$ cat config.mk
export PLATFORM = sky130hd
export DESIGN_NAME = parking_request_queue
export DESIGN_NICKNAME = d
export VERILOG_FILES = /design/src/rtl/parking_lot_pkg.sv /design/src/rtl/parking_req_fifo.sv /design/src/rtl/parking_request_queue.sv
export SDC_FILE = /design/constraint.sdc
export NUM_CORES = 1
export LEC_CHECK = 0
export ABC_CLOCK_PERIOD_IN_PS = 4310
export CORE_AREA = 2 2 107 151
export CTS_CLUSTER_SIZE = 10
export DETAILED_ROUTE_END_ITERATION = 7
export DIE_AREA = 0 0 109 153
export PLACE_DENSITY = 0.69
export RECOVER_POWER = 100
export SETUP_SLACK_MARGIN = 0.4
export SLEW_MARGIN = 10
export SYNTH_ARGS = -nofsm -noshare
export SYNTH_HDL_FRONTEND = slang
export SYNTH_SLANG_ARGS = --single-unit
$ cat constraint.sdc
create_clock -name clock -period 4.31 [get_ports clock]
set_input_delay 0.6465 -clock clock [delete_from_list [all_inputs] [get_ports clock]]
set_output_delay 0.6465 -clock clock [all_outputs]
set_load 0.1 [all_outputs]
$ cat src/rtl/parking_lot_pkg.sv
`timescale 1ns/1ps
`default_nettype none
// ============================================================================
// Module      : parking_lot_pkg
// Description : Shared types, constants and helper functions for the parking
//               lot request path (request kinds, plate/floor widths, plate
//               validation).
// Revision    : 1.0 - initial release
// ============================================================================
package parking_lot_pkg;

    localparam int PLATE_W    = 16;
    localparam int FLOOR_W    = 3;
    localparam int NUM_FLOORS = 7;

    // Job kind carried alongside each queued plate
    typedef enum logic [1:0] {
        REQ_NONE = 2'd0,
        REQ_IN   = 2'd1,
        REQ_OUT  = 2'd2,
        REQ_LEAK = 2'd3
    } req_kind_e;

    // A plate is usable when every BCD digit is 0..9 and it is not all zeros
    function automatic logic plate_valid(input logic [PLATE_W-1:0] plate);
        logic ok;
        ok = (plate != '0);
        for (int i = 0; i < PLATE_W / 4; i++) begin
            if (plate[4*i +: 4] > 4'd9) begin
                ok = 1'b0;
            end
        end
        return ok;
    endfunction

endpackage : parking_lot_pkg
`default_nettype wire

$ cat src/rtl/parking_req_fifo.sv
`timescale 1ns/1ps
`default_nettype none
// ============================================================================
// Module      : parking_req_fifo
// Description : Parameterised synchronous FIFO with push/pop, full/empty and
//               occupancy count. A push while full is accepted only when a
//               pop frees the head slot in the same cycle.
// Revision    : 1.0 - initial release
// ============================================================================
module parking_req_fifo #(
    parameter int DEPTH = 8,
    parameter int WIDTH = 18
) (
    input  logic                     clock,
    input  logic                     reset,
    input  logic                     push,
    input  logic [WIDTH-1:0]         wdata,
    input  logic                     pop,
    output logic [WIDTH-1:0]         rdata,
    output logic                     full,
    output logic                     empty,
    output logic [$clog2(DEPTH):0]   count
);

    localparam int            AW       = $clog2(DEPTH);
    localparam logic [AW:0]   FULL_CNT = (AW+1)'(DEPTH);

    logic [AW-1:0]    wr_ptr_q, wr_ptr_d;
    logic [AW-1:0]    rd_ptr_q, rd_ptr_d;
    logic [AW:0]      count_q,  count_d;
    logic [WIDTH-1:0] mem_q [DEPTH];
    logic [WIDTH-1:0] mem_d [DEPTH];
    logic             do_push;
    logic             do_pop;

    // Qualify handshakes and compute next pointers, occupancy and storage
    always_comb begin
        do_pop   = pop  && (count_q != '0);
        do_push  = push && ((count_q != FULL_CNT) || do_pop);
        wr_ptr_d = wr_ptr_q;
        rd_ptr_d = rd_ptr_q;
        count_d  = count_q;
        mem_d    = mem_q;
        if (do_push) begin
            mem_d[wr_ptr_q] = wdata;
            wr_ptr_d        = wr_ptr_q + AW'(1);
        end
        if (do_pop) begin
            rd_ptr_d = rd_ptr_q + AW'(1);
        end
        case ({do_push, do_pop})
            2'b10:   count_d = count_q + (AW+1)'(1);
            2'b01:   count_d = count_q - (AW+1)'(1);
            default: count_d = count_q;
        endcase
    end

    // Control state register with synchronous active-low reset
    always_ff @(posedge clock) begin
        if (!reset) begin
            wr_ptr_q <= '0;
            rd_ptr_q <= '0;
            count_q  <= '0;
        end else begin
            wr_ptr_q <= wr_ptr_d;
            rd_ptr_q <= rd_ptr_d;
            count_q  <= count_d;
        end
    end

    // Storage array; contents are qualified by the occupancy so no reset needed
    always_ff @(posedge clock) begin
        mem_q <= mem_d;
    end

    assign rdata = mem_q[rd_ptr_q];
    assign full  = (count_q == FULL_CNT);
    assign empty = (count_q == '0);
    assign count = count_q;

endmodule : parking_req_fifo
`default_nettype wire

$ cat src/rtl/parking_request_queue.sv
`timescale 1ns/1ps
`default_nettype none
// ============================================================================
// Module      : parking_request_queue
// Description : Request intake for the parking lot. Registers gate and leak
//               inputs, validates plates, queues park/retrieve jobs in a FIFO,
//               holds the latest leak in a priority slot and presents one job
//               at a time to the elevator controller.
// Revision    : 1.0 - initial release
// ============================================================================
module parking_request_queue #(
    parameter int DEPTH   = 8,
    parameter int PLATE_W = 16
) (
    input  logic                     clock,
    input  logic                     reset,
    input  logic [PLATE_W-1:0]       license_plate,
    input  logic                     in_mode,
    input  logic                     out_mode,
    input  logic                     leakage,
    input  logic [2:0]               leakage_floor,
    input  logic                     todo_pop,
    output logic                     todo_exists,
    output logic                     todo_in,
    output logic                     todo_out,
    output logic                     todo_leak_move,
    output logic [PLATE_W-1:0]       todo_license_plate,
    output logic [2:0]               todo_leak_floor,
    output logic [$clog2(DEPTH):0]   count,
    output logic                     full,
    output logic                     req_error,
    output logic                     overflow,
    output logic [7:0]               drop_cnt
);

    import parking_lot_pkg::*;

    localparam int CW = $clog2(DEPTH) + 1;
    localparam int EW = 2 + PLATE_W;

    // Input sample stage
    logic               in_s_q,     in_s_d;
    logic               out_s_q,    out_s_d;
    logic [PLATE_W-1:0] plate_s_q,  plate_s_d;
    logic               leak_s_q,   leak_s_d;
    logic [FLOOR_W-1:0] floor_s_q,  floor_s_d;
    logic               leak_prev_q,  leak_prev_d;
    logic [FLOOR_W-1:0] floor_prev_q, floor_prev_d;

    // Leak slot and status
    logic               leak_valid_q, leak_valid_d;
    logic [FLOOR_W-1:0] leak_floor_q, leak_floor_d;
    logic               req_error_q,  req_error_d;
    logic               overflow_q,   overflow_d;
    logic [7:0]         drop_cnt_q,   drop_cnt_d;

    // Decode of the sampled request
    logic               gate_req;
    logic               bad_req;
    logic               push_req;
    logic               leak_event;
    logic               ovf_now;
    logic [EW-1:0]      push_entry;

    // FIFO interface
    logic               fifo_pop;
    logic [EW-1:0]      fifo_rdata;
    logic               fifo_full;
    logic               fifo_empty;
    logic [CW-1:0]      fifo_count;
    logic [1:0]         head_kind;

    parking_req_fifo #(
        .DEPTH (DEPTH),
        .WIDTH (EW)
    ) u_fifo (
        .clock (clock),
        .reset (reset),
        .push  (push_req),
        .wdata (push_entry),
        .pop   (fifo_pop),
        .rdata (fifo_rdata),
        .full  (fifo_full),
        .empty (fifo_empty),
        .count (fifo_count)
    );

    // Capture raw inputs; the previous leak sample feeds edge/change detection
    always_comb begin
        in_s_d       = in_mode;
        out_s_d      = out_mode;
        plate_s_d    = license_plate;
        leak_s_d     = leakage;
        floor_s_d    = leakage_floor;
        leak_prev_d  = leak_s_q;
        floor_prev_d = floor_s_q;
    end

    // Validate the sampled request, detect leak events and arbitrate pops
    always_comb begin
        gate_req   = in_s_q | out_s_q;
        bad_req    = gate_req && ((in_s_q && out_s_q) || !plate_valid(plate_s_q));
        push_req   = gate_req && !bad_req;
        push_entry = {(in_s_q ? REQ_IN : REQ_OUT), plate_s_q};
        leak_event = leak_s_q && (floor_s_q != '0)
                     && (!leak_prev_q || (floor_s_q != floor_prev_q));
        // FIFO head is only poppable while no leak job shadows it
        fifo_pop   = todo_pop && !leak_valid_q && !fifo_empty;
        ovf_now    = push_req && fifo_full && !fifo_pop;
    end

    // Next state for leak slot and error bookkeeping
    always_comb begin
        leak_valid_d = leak_valid_q;
        leak_floor_d = leak_floor_q;
        if (todo_pop && leak_valid_q) begin
            leak_valid_d = 1'b0;
            leak_floor_d = '0;
        end
        // A load in the pop cycle wins so the newer leak stays pending
        if (leak_event) begin
            leak_valid_d = 1'b1;
            leak_floor_d = floor_s_q;
        end
        req_error_d = bad_req;
        overflow_d  = overflow_q | ovf_now;
        drop_cnt_d  = drop_cnt_q;
        if ((bad_req || ovf_now) && (drop_cnt_q != 8'hFF)) begin
            drop_cnt_d = drop_cnt_q + 8'd1;
        end
    end

    // State registers with synchronous active-low reset
    always_ff @(posedge clock) begin
        if (!reset) begin
            in_s_q       <= 1'b0;
            out_s_q      <= 1'b0;
            plate_s_q    <= '0;
            leak_s_q     <= 1'b0;
            floor_s_q    <= '0;
            leak_prev_q  <= 1'b0;
            floor_prev_q <= '0;
            leak_valid_q <= 1'b0;
            leak_floor_q <= '0;
            req_error_q  <= 1'b0;
            overflow_q   <= 1'b0;
            drop_cnt_q   <= '0;
        end else begin
            in_s_q       <= in_s_d;
            out_s_q      <= out_s_d;
            plate_s_q    <= plate_s_d;
            leak_s_q     <= leak_s_d;
            floor_s_q    <= floor_s_d;
            leak_prev_q  <= leak_prev_d;
            floor_prev_q <= floor_prev_d;
            leak_valid_q <= leak_valid_d;
            leak_floor_q <= leak_floor_d;
            req_error_q  <= req_error_d;
            overflow_q   <= overflow_d;
            drop_cnt_q   <= drop_cnt_d;
        end
    end

    // Present the current job: leak slot first, then the FIFO head
    always_comb begin
        head_kind          = fifo_rdata[EW-1 -: 2];
        todo_exists        = leak_valid_q || !fifo_empty;
        todo_leak_move     = leak_valid_q;
        todo_in            = !leak_valid_q && !fifo_empty && (head_kind == REQ_IN);
        todo_out           = !leak_valid_q && !fifo_empty && (head_kind == REQ_OUT);
        todo_leak_floor    = leak_valid_q ? leak_floor_q : '0;
        todo_license_plate = (!leak_valid_q && !fifo_empty) ? fifo_rdata[PLATE_W-1:0] : '0;
    end

    assign count     = fifo_count;
    assign full      = fifo_full;
    assign req_error = req_error_q;
    assign overflow  = overflow_q;
    assign drop_cnt  = drop_cnt_q;

endmodule : parking_request_queue
`default_nettype wire

==> results of run 1 <==
-- cells in the final DEF, fill, tap and decap left out, drive strengths merged, types with 2 or more instances in the layout --
master           n
mux2i           25
ha               6
or4              2
buf             10
o21ai            6
a32o             3
inv             11
and2            30
and3             2
mux4            36
or3              2
nor4b            6
edfxtp         144
clkdlybuf4s50   22
xnor2            4
nor2            27
nand3            4
nor4             8
dlygate4sd3     22
nand2           18
clkbuf          47
a21oi            9
dfxtp           50
nor3             6
o31ai            4
clkinv           2
and4             2
nand2b           8
xor2             4
-- per-layer routing --
| metal | vias up | wire length (um) | global-route usage [%] |
|---|---|---|---|
| met3 | 16 | 632 | 3.45 |
| met2 | 117 | 7690 | 32.6 |
| met4 | 0 | 218 | 6.35 |
| li1 | 1870 | - | - |
| met1 | 2031 | 6010 | 24.2 |
| met5 | - | 0 | 0 |
-- final cells by class --
type / instances / area [um^2] / share of cell area, %
clock buffers: 26 / 546 / 6.06
flip-flops and latches: 194 / 5330 / 59.2
well taps: 196 / 245 / 2.73
repair buffers: 75 / 653 / 7.26
inverters: 9 / 33.8 / 0.375
multi-input cells: 224 / 2130 / 23.6
clock inverters: 6 / 63.8 / 0.709
-- sequential cells by signal (all words and copies together) (netlist names), 3 cells and up --
signal	count
drop_cnt	8
floor_prev_d	3
floor_prev_q	3
leak_floor_q	3
plate_s_q	16
u_fifo.count	4
u_fifo.mem_q	144
u_fifo.rd_ptr_q	3
u_fifo.wr_ptr_q	3
-- cell families (layout without fill, tap and decap cells) --
logic type      Yosys count  after routing  share of synthesized area (%)
flops                   194            194                           70.3
compound gates           27             27                           2.33
xor+xnor                  8              8                          0.925
buf+inv                  28            116                           1.55
simple gates            120            120                           9.44
fa+ha+maj                 7              7                           1.26
mux                      62             62                           14.2
-- Yosys cell counts (2+ instances only) --
cell type / count / area [um^2]
dfxtp_1: 50 / 1000
nor4b_2: 3 / 45.0
mux2i_1: 25 / 250
nand2_1: 18 / 67.6
nor4b_4: 2 / 47.6
and3_1: 2 / 12.5
nor3_1: 6 / 30.0
xnor2_1: 4 / 35.0
nor2_1: 27 / 101
xor2_1: 4 / 35.0
a21oi_1: 9 / 45.0
edfxtp_1: 144 / 4320
or4_1: 2 / 15.0
o21ai_1: 4 / 20.0
nand3_1: 4 / 20.0
nand2b_1: 8 / 50.1
o21ai_0: 2 / 10.0
and2_1: 30 / 188
nor4_1: 8 / 50.1
clkbuf_1: 11 / 41.3
inv_1: 9 / 33.8
mux4_2: 36 / 811
buf_1: 3 / 11.3
ha_1: 6 / 75.1
o31ai_1: 4 / 30.0
buf_2: 4 / 20.0
a32o_1: 3 / 30.0
-- critical path: stages (launching register included) --
cell and delay [ns]:
dfxtp_1 0.39, nor4_1 0.48, or2_0 1.20, nor2_1 0.14, clkbuf_2 0.43
-- worst max-delay path by stage --
stage,endpoint,start
global placement,u_fifo.count[3]$_SDFFE_PN0P_,todo_pop
floorplan,u_fifo.mem_q[126]$_DFFE_PP_,u_fifo.count[1]$_SDFFE_PN0P_
global route,todo_license_plate[4],u_fifo.count[0]$_SDFFE_PN0P_
detailed placement,u_fifo.count[3]$_SDFFE_PN0P_,todo_pop
CTS,u_fifo.count[3]$_SDFFE_PN0P_,plate_s_q[3]$_SDFF_PN0_
finish,todo_license_plate[4],u_fifo.count[0]$_SDFFE_PN0P_
-- per-stage QoR --
step           worst slack [ns]  hold WS, ns  instances
2_1_floorplan             0.332        0.438        446
3_3_place_gp              0.839        0.457        698
3_5_place_dp              0.757        0.466        698
4_1_cts                   0.988        0.482        730
5_1_grt                   0.412        0.495        730
6_report                  0.593        0.487        730
-- power groups by stage --
| stage | combinational (mW) | clock, mW | sequential [mW] |
|---|---|---|---|
| 5_1_grt | 1.89 | 1.67 | 2.16 |
| 4_1_cts | 1.88 | 1.59 | 2.15 |
| 3_3_place_gp | 1.87 | 0 | 2.19 |
| 3_5_place_dp | 1.88 | 0 | 2.19 |
| 6_report | 1.79 | 1.57 | 2.15 |
| 2_1_floorplan | 1.38 | 0 | 2.28 |
==> results.py, run 1 <==
metrics = {
    "synthesis": {
        "synth-warning-count": 0,
        "yosys.cell_types.count": 45,
        "synth_area_mm2": 0.00757,
        "synthCells": 446,
        "synth_ff_type": "edfxtp_1",
        "synthArstFlopShare_pct": 0,
        "synth_nets": 478,
        "synth_edf_count": 144,
        "avgSynthCellArea_um2": 17.0,
        "ys_seq_elements": 194,
        "yosysSeqAreaShare_pct": 70.3,
    },
    "pwr": {
        "combPwrFrac_pct": 32.5,
        "clkPwrFrac_pct": 28.4,
        "intPower_mw": 3.49,
        "total_power_mw": 5.51,
        "ir_drop_v": 0.000782,
        "power.switching_mw": 2.02,
        "switching_share_pct": 36.6,
        "power_density_mw_per_mm2": 612,
        "power.share.sequential_pct": 39.1,
        "p_leak_nw": 3.04,
    },
    "flow_run": {
        "drv_cap": 3,
    },
    "clock_network": {
        "htreeDepth": 4,
        "clockRootBuffer": "clkbuf_16",
        "clock_latency_ns": 0.42,
        "postCtsSetupBuffers": 0,
        "hold_buffers": 0,
        "cts.sinks": 194,
        "tritoncts": "done",
        "cts_resized": 0,
        "clockBufferDepth": 2,
        "clk_pin_slew_ns": 0.06,
        "numCtsBuffers": 17,
    },
    "final_layout": {
        "design_area_mm2": 0.00900,
        "fin_util_pct": 58.7,
        "syn_to_final_growth_pct": 18.8,
        "fillers": 1152,
        "drive_gt1_share_pct": 19.7,
        "n_antenna_cell": 0,
        "fin_nets": 553,
    },
    "setup_path": {
        "startpoint_type": "flip-flop",
        "setup.worst_path.class": "flip-flop to primary output",
        "worst_ep_arrival_time_ns": 3.07,
        "worstPathRequired_ns": 3.66,
        "worst_setup_path_end_kind": "primary output",
        "worst_r2r_startpoint": "plate_s_q[3]$_SDFF_PN0_",
        "path_max_fanout": 17,
        "r2r_setup_slack_ns": 0.64,
        "regToRegEndpoint": "u_fifo.mem_q[99]$_DFFE_PP_",
        "ff2ff_path_depth": 6,
    },
    "sta": {
        "finalCriticalPeriod_ns": 3.72,
        "setup_viol": 0,
        "hold_viol_final": 0,
        "setup_tns_ns": 0,
        "worst_pin_slew_ns": 1.70,
        "fin_worst_skew_ns": 0.00825,
        "slew_viol_final": 63,
        "finalCritPeriodShare_pct": 86.2,
        "relSlewSlack_pct": -13.4,
        "fmax_ghz": 0.269,
        "rsz0062_at_grt": "false",
    },
    "die": {
        "dieArea_mm2": 0.0167,
        "fp.dieH_um": 153,
        "die_w_um": 109,
        "io_pins": 63,
        "start_util_pct": 49.4,
        "rows": 54,
        "core_area_mm2": 0.0153,
    },
    "grt": {
        "grt_max_degree": 44,
        "grt.overflow.total": 0,
        "grt_antenna_before_repair": 0,
        "grt_pass1_wl_um": 23400,
        "track_usage_pct": 19.0,
        "first_global_vias": 4241,
    },
    "route": {
        "via_per_inst": 5.53,
        "routedWlPerCell_um": 19.9,
        "drt_pass1_iterations": 5,
        "drc": 0,
        "finalWirelength_um": 14500,
        "drt_iter0_markers": 182,
        "num_vias": 4034,
        "ant_nets": 0,
    },
    "worst_hold_path": {
        "min_to": "overflow$_SDFF_PN0_",
        "hold_depth": 1,
        "hp-class": "flip-flop to flip-flop",
        "hold_start": "overflow$_SDFF_PN0_",
    },
    "place": {
        "place_congestion": 0.803,
        "port_buffers": 62,
        "place_area_mm2": 0.00851,
        "place_hpwl_um": 8980,
    },
    "run_status": {
        "violations": "capacitance limit, slew limit",
        "outcome": "finished with violations",
    },
}
Note: power is estimated with default switching activity, not from simulation.
==> run 2: changes to the inputs <==
Settings changed: CTS_CLUSTER_DIAMETER set to 80.
==> results of run 2 <==
Same layout as run 1: the final DEF is identical, and so are final timing and power.
==> patch 1 (settings of run 2) <==
`DEPTH` is set to 8 in 2 places; all go to 4.
--- a/src/rtl/parking_req_fifo.sv
+++ b/src/rtl/parking_req_fifo.sv
@@ -8,7 +8,7 @@
 // Revision    : 1.0 - initial release
 // ============================================================================
 module parking_req_fifo #(
-    parameter int DEPTH = 8,
+    parameter int DEPTH = 4,
     parameter int WIDTH = 18
 ) (
     input  logic                     clock,
--- a/src/rtl/parking_request_queue.sv
+++ b/src/rtl/parking_request_queue.sv
@@ -9,7 +9,7 @@
 // Revision    : 1.0 - initial release
 // ============================================================================
 module parking_request_queue #(
-    parameter int DEPTH   = 8,
+    parameter int DEPTH   = 4,
     parameter int PLATE_W = 16
 ) (
     input  logic                     clock,
Ports: changed (resized count); port bits go from 63 to 62. No check against the original RTL was run, so the function may have changed too.
==> patch 1 against run 2 <==
Register-to-register slack gained 0.59 ns; clock power shrank 14%; cell area shrank 34%; worst setup slack gained 0.20 ns; sequential share of layout area shrank 7.4 points; wire length shrank 38%; fmax grew 5.7%; power shrank 28%; sequential cell count shrank 75; synthesized area shrank 39%; critical path depth shrank 1; critical path type unchanged; critical endpoint is now todo_out; highest routed layer unchanged.
==> patch 1: results (changes against run 2) <==
Setup path
The end of the worst register-to-register path is u_fifo.mem_q[13]. Tracing the worst setup path back leads to its startpoint at u_fifo.rd_ptr_q[1]. The reg2reg setup slack is 1.23 ns (+0.59 ns). The number of cells on the worst reg-to-reg path came to 4 (-2).

Power and ir drop
The worst-case vdd ir drop is 0.4262 mV (-45%). The static power due to leakage is 2.129 nW (-30%).

Status
The run finished with clean final reports.

Drt
The total iterations of the first detailed-routing run is 4 (-1). The post-detailed-route via-to-cell ratio was 4.575 (-17%). The initial detailed-routing violation count is 165 (-9.3%). The routed wirelength normalized by instance count is 15.30 um (-23%). The total routed wire length on the met1 layer was 3.641 mm (-39%). The routed length on met3 is 384 um (-39%).

The detailed-routed wire length on met2 is 4.899 mm (-36%).

GRT
The number of global-route vias before repair is 2,933 (-31%). The first-pass GRT wire length came to 14.68 mm (-37%). The pin count of the biggest net entering global routing is 41 (-6.8%).

Synth
The synthesized netlist net count is 342 (-28%). The sequential element share of the synthesized area came to 66.76% (-3.6 points). By count the netlist is led by sky130_fd_sc_hd__edfxtp_1, sky130_fd_sc_hd__dfxtp_1, sky130_fd_sc_hd__and2_1. The number of enable-type register cells in the synthesized netlist is 72 (-50%).

Place
The placer congestion estimate was 0.7311 (-8.9%). The post-detailed-placement half-perimeter wirelength was 6.189 mm (-31%).

Job
The count of maximum capacitance violations is 0 (-3).

Final layout
The post-layout net count is 413 (-25%). The number of flip-flops in the largest register is 72 (-50%).
-- patch 1: worst max path at each step --
stage / endpoint / slack [ns] / depth (start not counted)
floorplan: todo_in / 0.60 / 5
global placement: u_fifo.mem_q[44] / 1.42 / 4
detailed placement: u_fifo.mem_q[11] / 1.30 / 4
CTS: todo_license_plate[6] / 1.19 / 4
global route: todo_out / 0.64 / 3
finish: todo_out / 0.79 / 3
-- patch 1: area by class of cell --
class                   count  area (um2)
inverters                   7       26.28
clock inverters            15       152.6
fillers                  1420        9355
repair buffers             63       573.1
flip-flops and latches    119        3103
multi-input cells         173        1456
well taps                 196       245.2
clock buffers              17       425.4
-- patch 1: cells by family after synthesis --
kind of cell,Yosys count,share of synthesized area [%]
AO/OA/AOI/OAI,22,3.257
XOR/XNOR,7,1.319
adder cells (fa/ha/maj),7,2.046
buffers and inverters,18,1.534
flip-flops,119,66.76
multiplexers,26,10.44
AND/OR/NAND/NOR,111,14.64
-- patch 1: through the flow --
step                util [%]  cell area [um2]
detailed placement     35.43             5434
floorplan                  -             4653
global route           39.00             5982
CTS                    39.20             6012
finish                 39.00             5982
global placement       35.43             5434
-- patch 1: tightest hold or removal path, cell delays in order, from the launching register on --
cell,delay [ns]
sky130_fd_sc_hd__dfxtp_1,0.34
sky130_fd_sc_hd__a21oi_1,0.05
sky130_fd_sc_hd__nor2_1,0.07
-- patch 1: per-layer routing --
layer / up-vias / track usage (%)
met5: - / 0
met4: 0 / 4.579
met3: 7 / 3.795
met2: 69 / 20.02
met1: 1332 / 13.00
li1: 1291 / -
-- patch 1: power by group --
part           leakage (nW)  switching, mW  internal, mW
combinational         0.805          0.935         0.341
sequential             1.05         0.0561          1.27
clock                 0.273          0.500         0.850
==> patch 2 (config.mk and constraints of run 2) <==
Made on the original files. Put a register stage on the output `count`, with the module's reset. The value now appears one clock later. The other outputs are not delayed to match.
--- a/src/rtl/parking_request_queue.sv
+++ b/src/rtl/parking_request_queue.sv
@@ -37,6 +37,8 @@
 
     localparam int CW = $clog2(DEPTH) + 1;
     localparam int EW = 2 + PLATE_W;
+
+    logic [$clog2(DEPTH):0] count_c;
 
     // Input sample stage
     logic               in_s_q,     in_s_d;
@@ -172,12 +174,20 @@
         todo_license_plate = (!leak_valid_q && !fifo_empty) ? fifo_rdata[PLATE_W-1:0] : '0;
     end
 
-    assign count     = fifo_count;
+    assign count_c   = fifo_count;
     assign full      = fifo_full;
     assign req_error = req_error_q;
     assign overflow  = overflow_q;
     assign drop_cnt  = drop_cnt_q;
 
+    always_ff @(posedge clock) begin
+        if (!reset) begin
+            count <= '0;
+        end else begin
+            count <= count_c;
+        end
+    end
+
 endmodule : parking_request_queue
 `default_nettype wire
 
Behaviour: not the same (Yosys sat finds a counterexample within 4 cycles, from zero or initial values and one cycle with reset low).
==> patch 2 against run 2 <==
Synthesized area rose by 1.4%; final cell count rose by 1.5%; power barely moved; combinational power decreased by 4%; worst setup slack gained 0.027 ns; sequential cell count increased by 4; global-route usage grew 0.28 points; die area unchanged; sequential power up 4%; clock skew rose by 0.0069 ns; wire length up 2.6%; cell area up 0.86%; critical path type is now flop to flop; largest power group unchanged.
==> patch 2: results (changes against run 2) <==
Clock network
The buffer depth of the longest clock path is 2 (unchanged). The total CTS buffers came to 17 (unchanged). After clock tree synthesis, the clock-pin slew on the worst setup and hold paths is about 0.070 ns.

Place
The area after detailed placement is 8594 um2 (+1.0%). The placer congestion estimate came to 0.8240 (+2.7%). The post-detailed-placement half-perimeter wirelength is 9.576 mm (+6.7%).

Drt
The detailed-routed wire length on met2 came to 8.082 mm (+5.1%). The initial detailed-routing violation count is 294 (+62%). The wire length reported by the detailed router is 14.92 mm (+2.6%). The routed length on met3 is 675 um (+6.8%). The total routed wire length on the met1 layer was 6.025 mm (+0.30%). The post-detailed-route via-to-cell ratio is 5.479 (-0.85%). The total iterations of the first detailed-routing run is 4 (-1).

Setup path
The highest fanout seen on the critical path is 11 (-6). The delay of the slowest critical-path stage is 1.04 ns (-0.16 ns). The worst-path cell with the longest stage delay is sky130_fd_sc_hd__nor3_1.

The kind of cell adding the most delay to the critical path is simple AND/OR/NAND/NOR gates. The critical path arrival is 3.77 ns (+0.70 ns).

Synth
For this run, the leading register cell type out of synthesis is sky130_fd_sc_hd__edfxtp_1. The commonest cells after synthesis are sky130_fd_sc_hd__edfxtp_1, sky130_fd_sc_hd__dfxtp_1, sky130_fd_sc_hd__mux4_2. Ranked by total cell area, the synthesized netlist is headed by sky130_fd_sc_hd__edfxtp_1, sky130_fd_sc_hd__dfxtp_1, sky130_fd_sc_hd__mux4_2, sky130_fd_sc_hd__mux2i_1, sky130_fd_sc_hd__and2_1. The number of enable-type register cells in the synthesized netlist is 144 (unchanged). The synthesized netlist net count was 487 (+1.9%). The Yosys warning count is 0 (unchanged). The sequential element share of the synthesized area is 70.43% (+0.092 points).

GRT
The pin count of the biggest net entering global routing came to 34 (-23%). The number of global-route vias before repair is 4,185 (-1.3%). The first-pass GRT wire length came to 23.56 mm (+0.65%). The total routing resource utilization after global routing is 19.33% (+0.28 points). The met3 global-route usage is 3.497% (+0.043 points).

The fraction of met2 tracks used by global routing is 33.57% (+0.95 points). The met1 track utilization from global routing was 24.42% (+0.18 points).

Status
The flow ran to the end, and the final reports show no timing, DRC or antenna violations.

Final layout
The post-layout net count is 564 (+2.0%). The fraction of final layout cells sized beyond drive strength 1 is 18.53% (-1.1 points). The register with the most flip-flops in the final layout is u_fifo.mem_q. The number of fill cells is 1,170 (+1.6%).

Timing
The headroom to the max-slew limit is 3.982% (+17 points). The final setup skew is 0.01513 ns (+0.006878 ns).

Power and ir drop
The static power due to leakage is 3.072 nW (+1.1%). The worst-case vdd ir drop is 0.5784 mV (-26%).
[patch 2: cell count changes in the layout (fill, tap and decap cells not counted), sizes merged, moves of 2 or more]
| cell | change |
|---|---|
| nor2 | +2 |
| clkbuf | -13 |
| inv | +8 |
| clkinv | +2 |
| and2 | +2 |
| dfxtp | +4 |
| buf | +8 |
[patch 2: path summary, 6_finish.rpt]
kind	from	slack [ns]	endpoint	cells after the start
worst max-delay path	plate_s_q[7]	0.62	u_fifo.mem_q[74]	6
worst min-delay path	overflow	0.47	overflow	1
worst max register to register	plate_s_q[7]	0.62	u_fifo.mem_q[74]	6
worst min register to register	overflow	0.47	overflow	1
[patch 2: kinds of logic (layout without fill, tap and decap cells)]
kind of cell    count (synthesis)  count (layout)  synth area share [%]
buf+inv                        29             119                 1.581
fa+ha+maj                       7               7                 1.239
simple gates                  124             124                 9.570
xor+xnor                        8               8                0.9129
compound gates                 27              27                 2.299
flops                         198             198                 70.43
mux                            62              62                 13.97
[patch 2: power by group]
part	switching, mW	internal, mW
logic	1.24	0.483
registers	0.111	2.12
clock network	0.750	0.813
total	2.10	3.41
[patch 2: cell type report]
type	count	area (um2)	share of cell area (%)
Clock buffer	18	450.4	4.963
Clock inverter	14	148.9	1.641
Inverter	9	33.78	0.3723
Multi-Input combinational cell	228	2133	23.51
Sequential cell	198	5406	59.58
Tap cell	196	245.2	2.702
Timing Repair Buffer	78	656.9	7.238
[patch 2: metrics by stage]
stage,cells,setup slack [ns],power (mW)
after floorplan,455,0.4099,3.662
after global placement,709,0.8016,4.047
after detailed placement,709,0.7210,4.063
after CTS,741,0.9719,5.616
after global routing,741,0.4165,5.734
final,741,0.6200,5.511
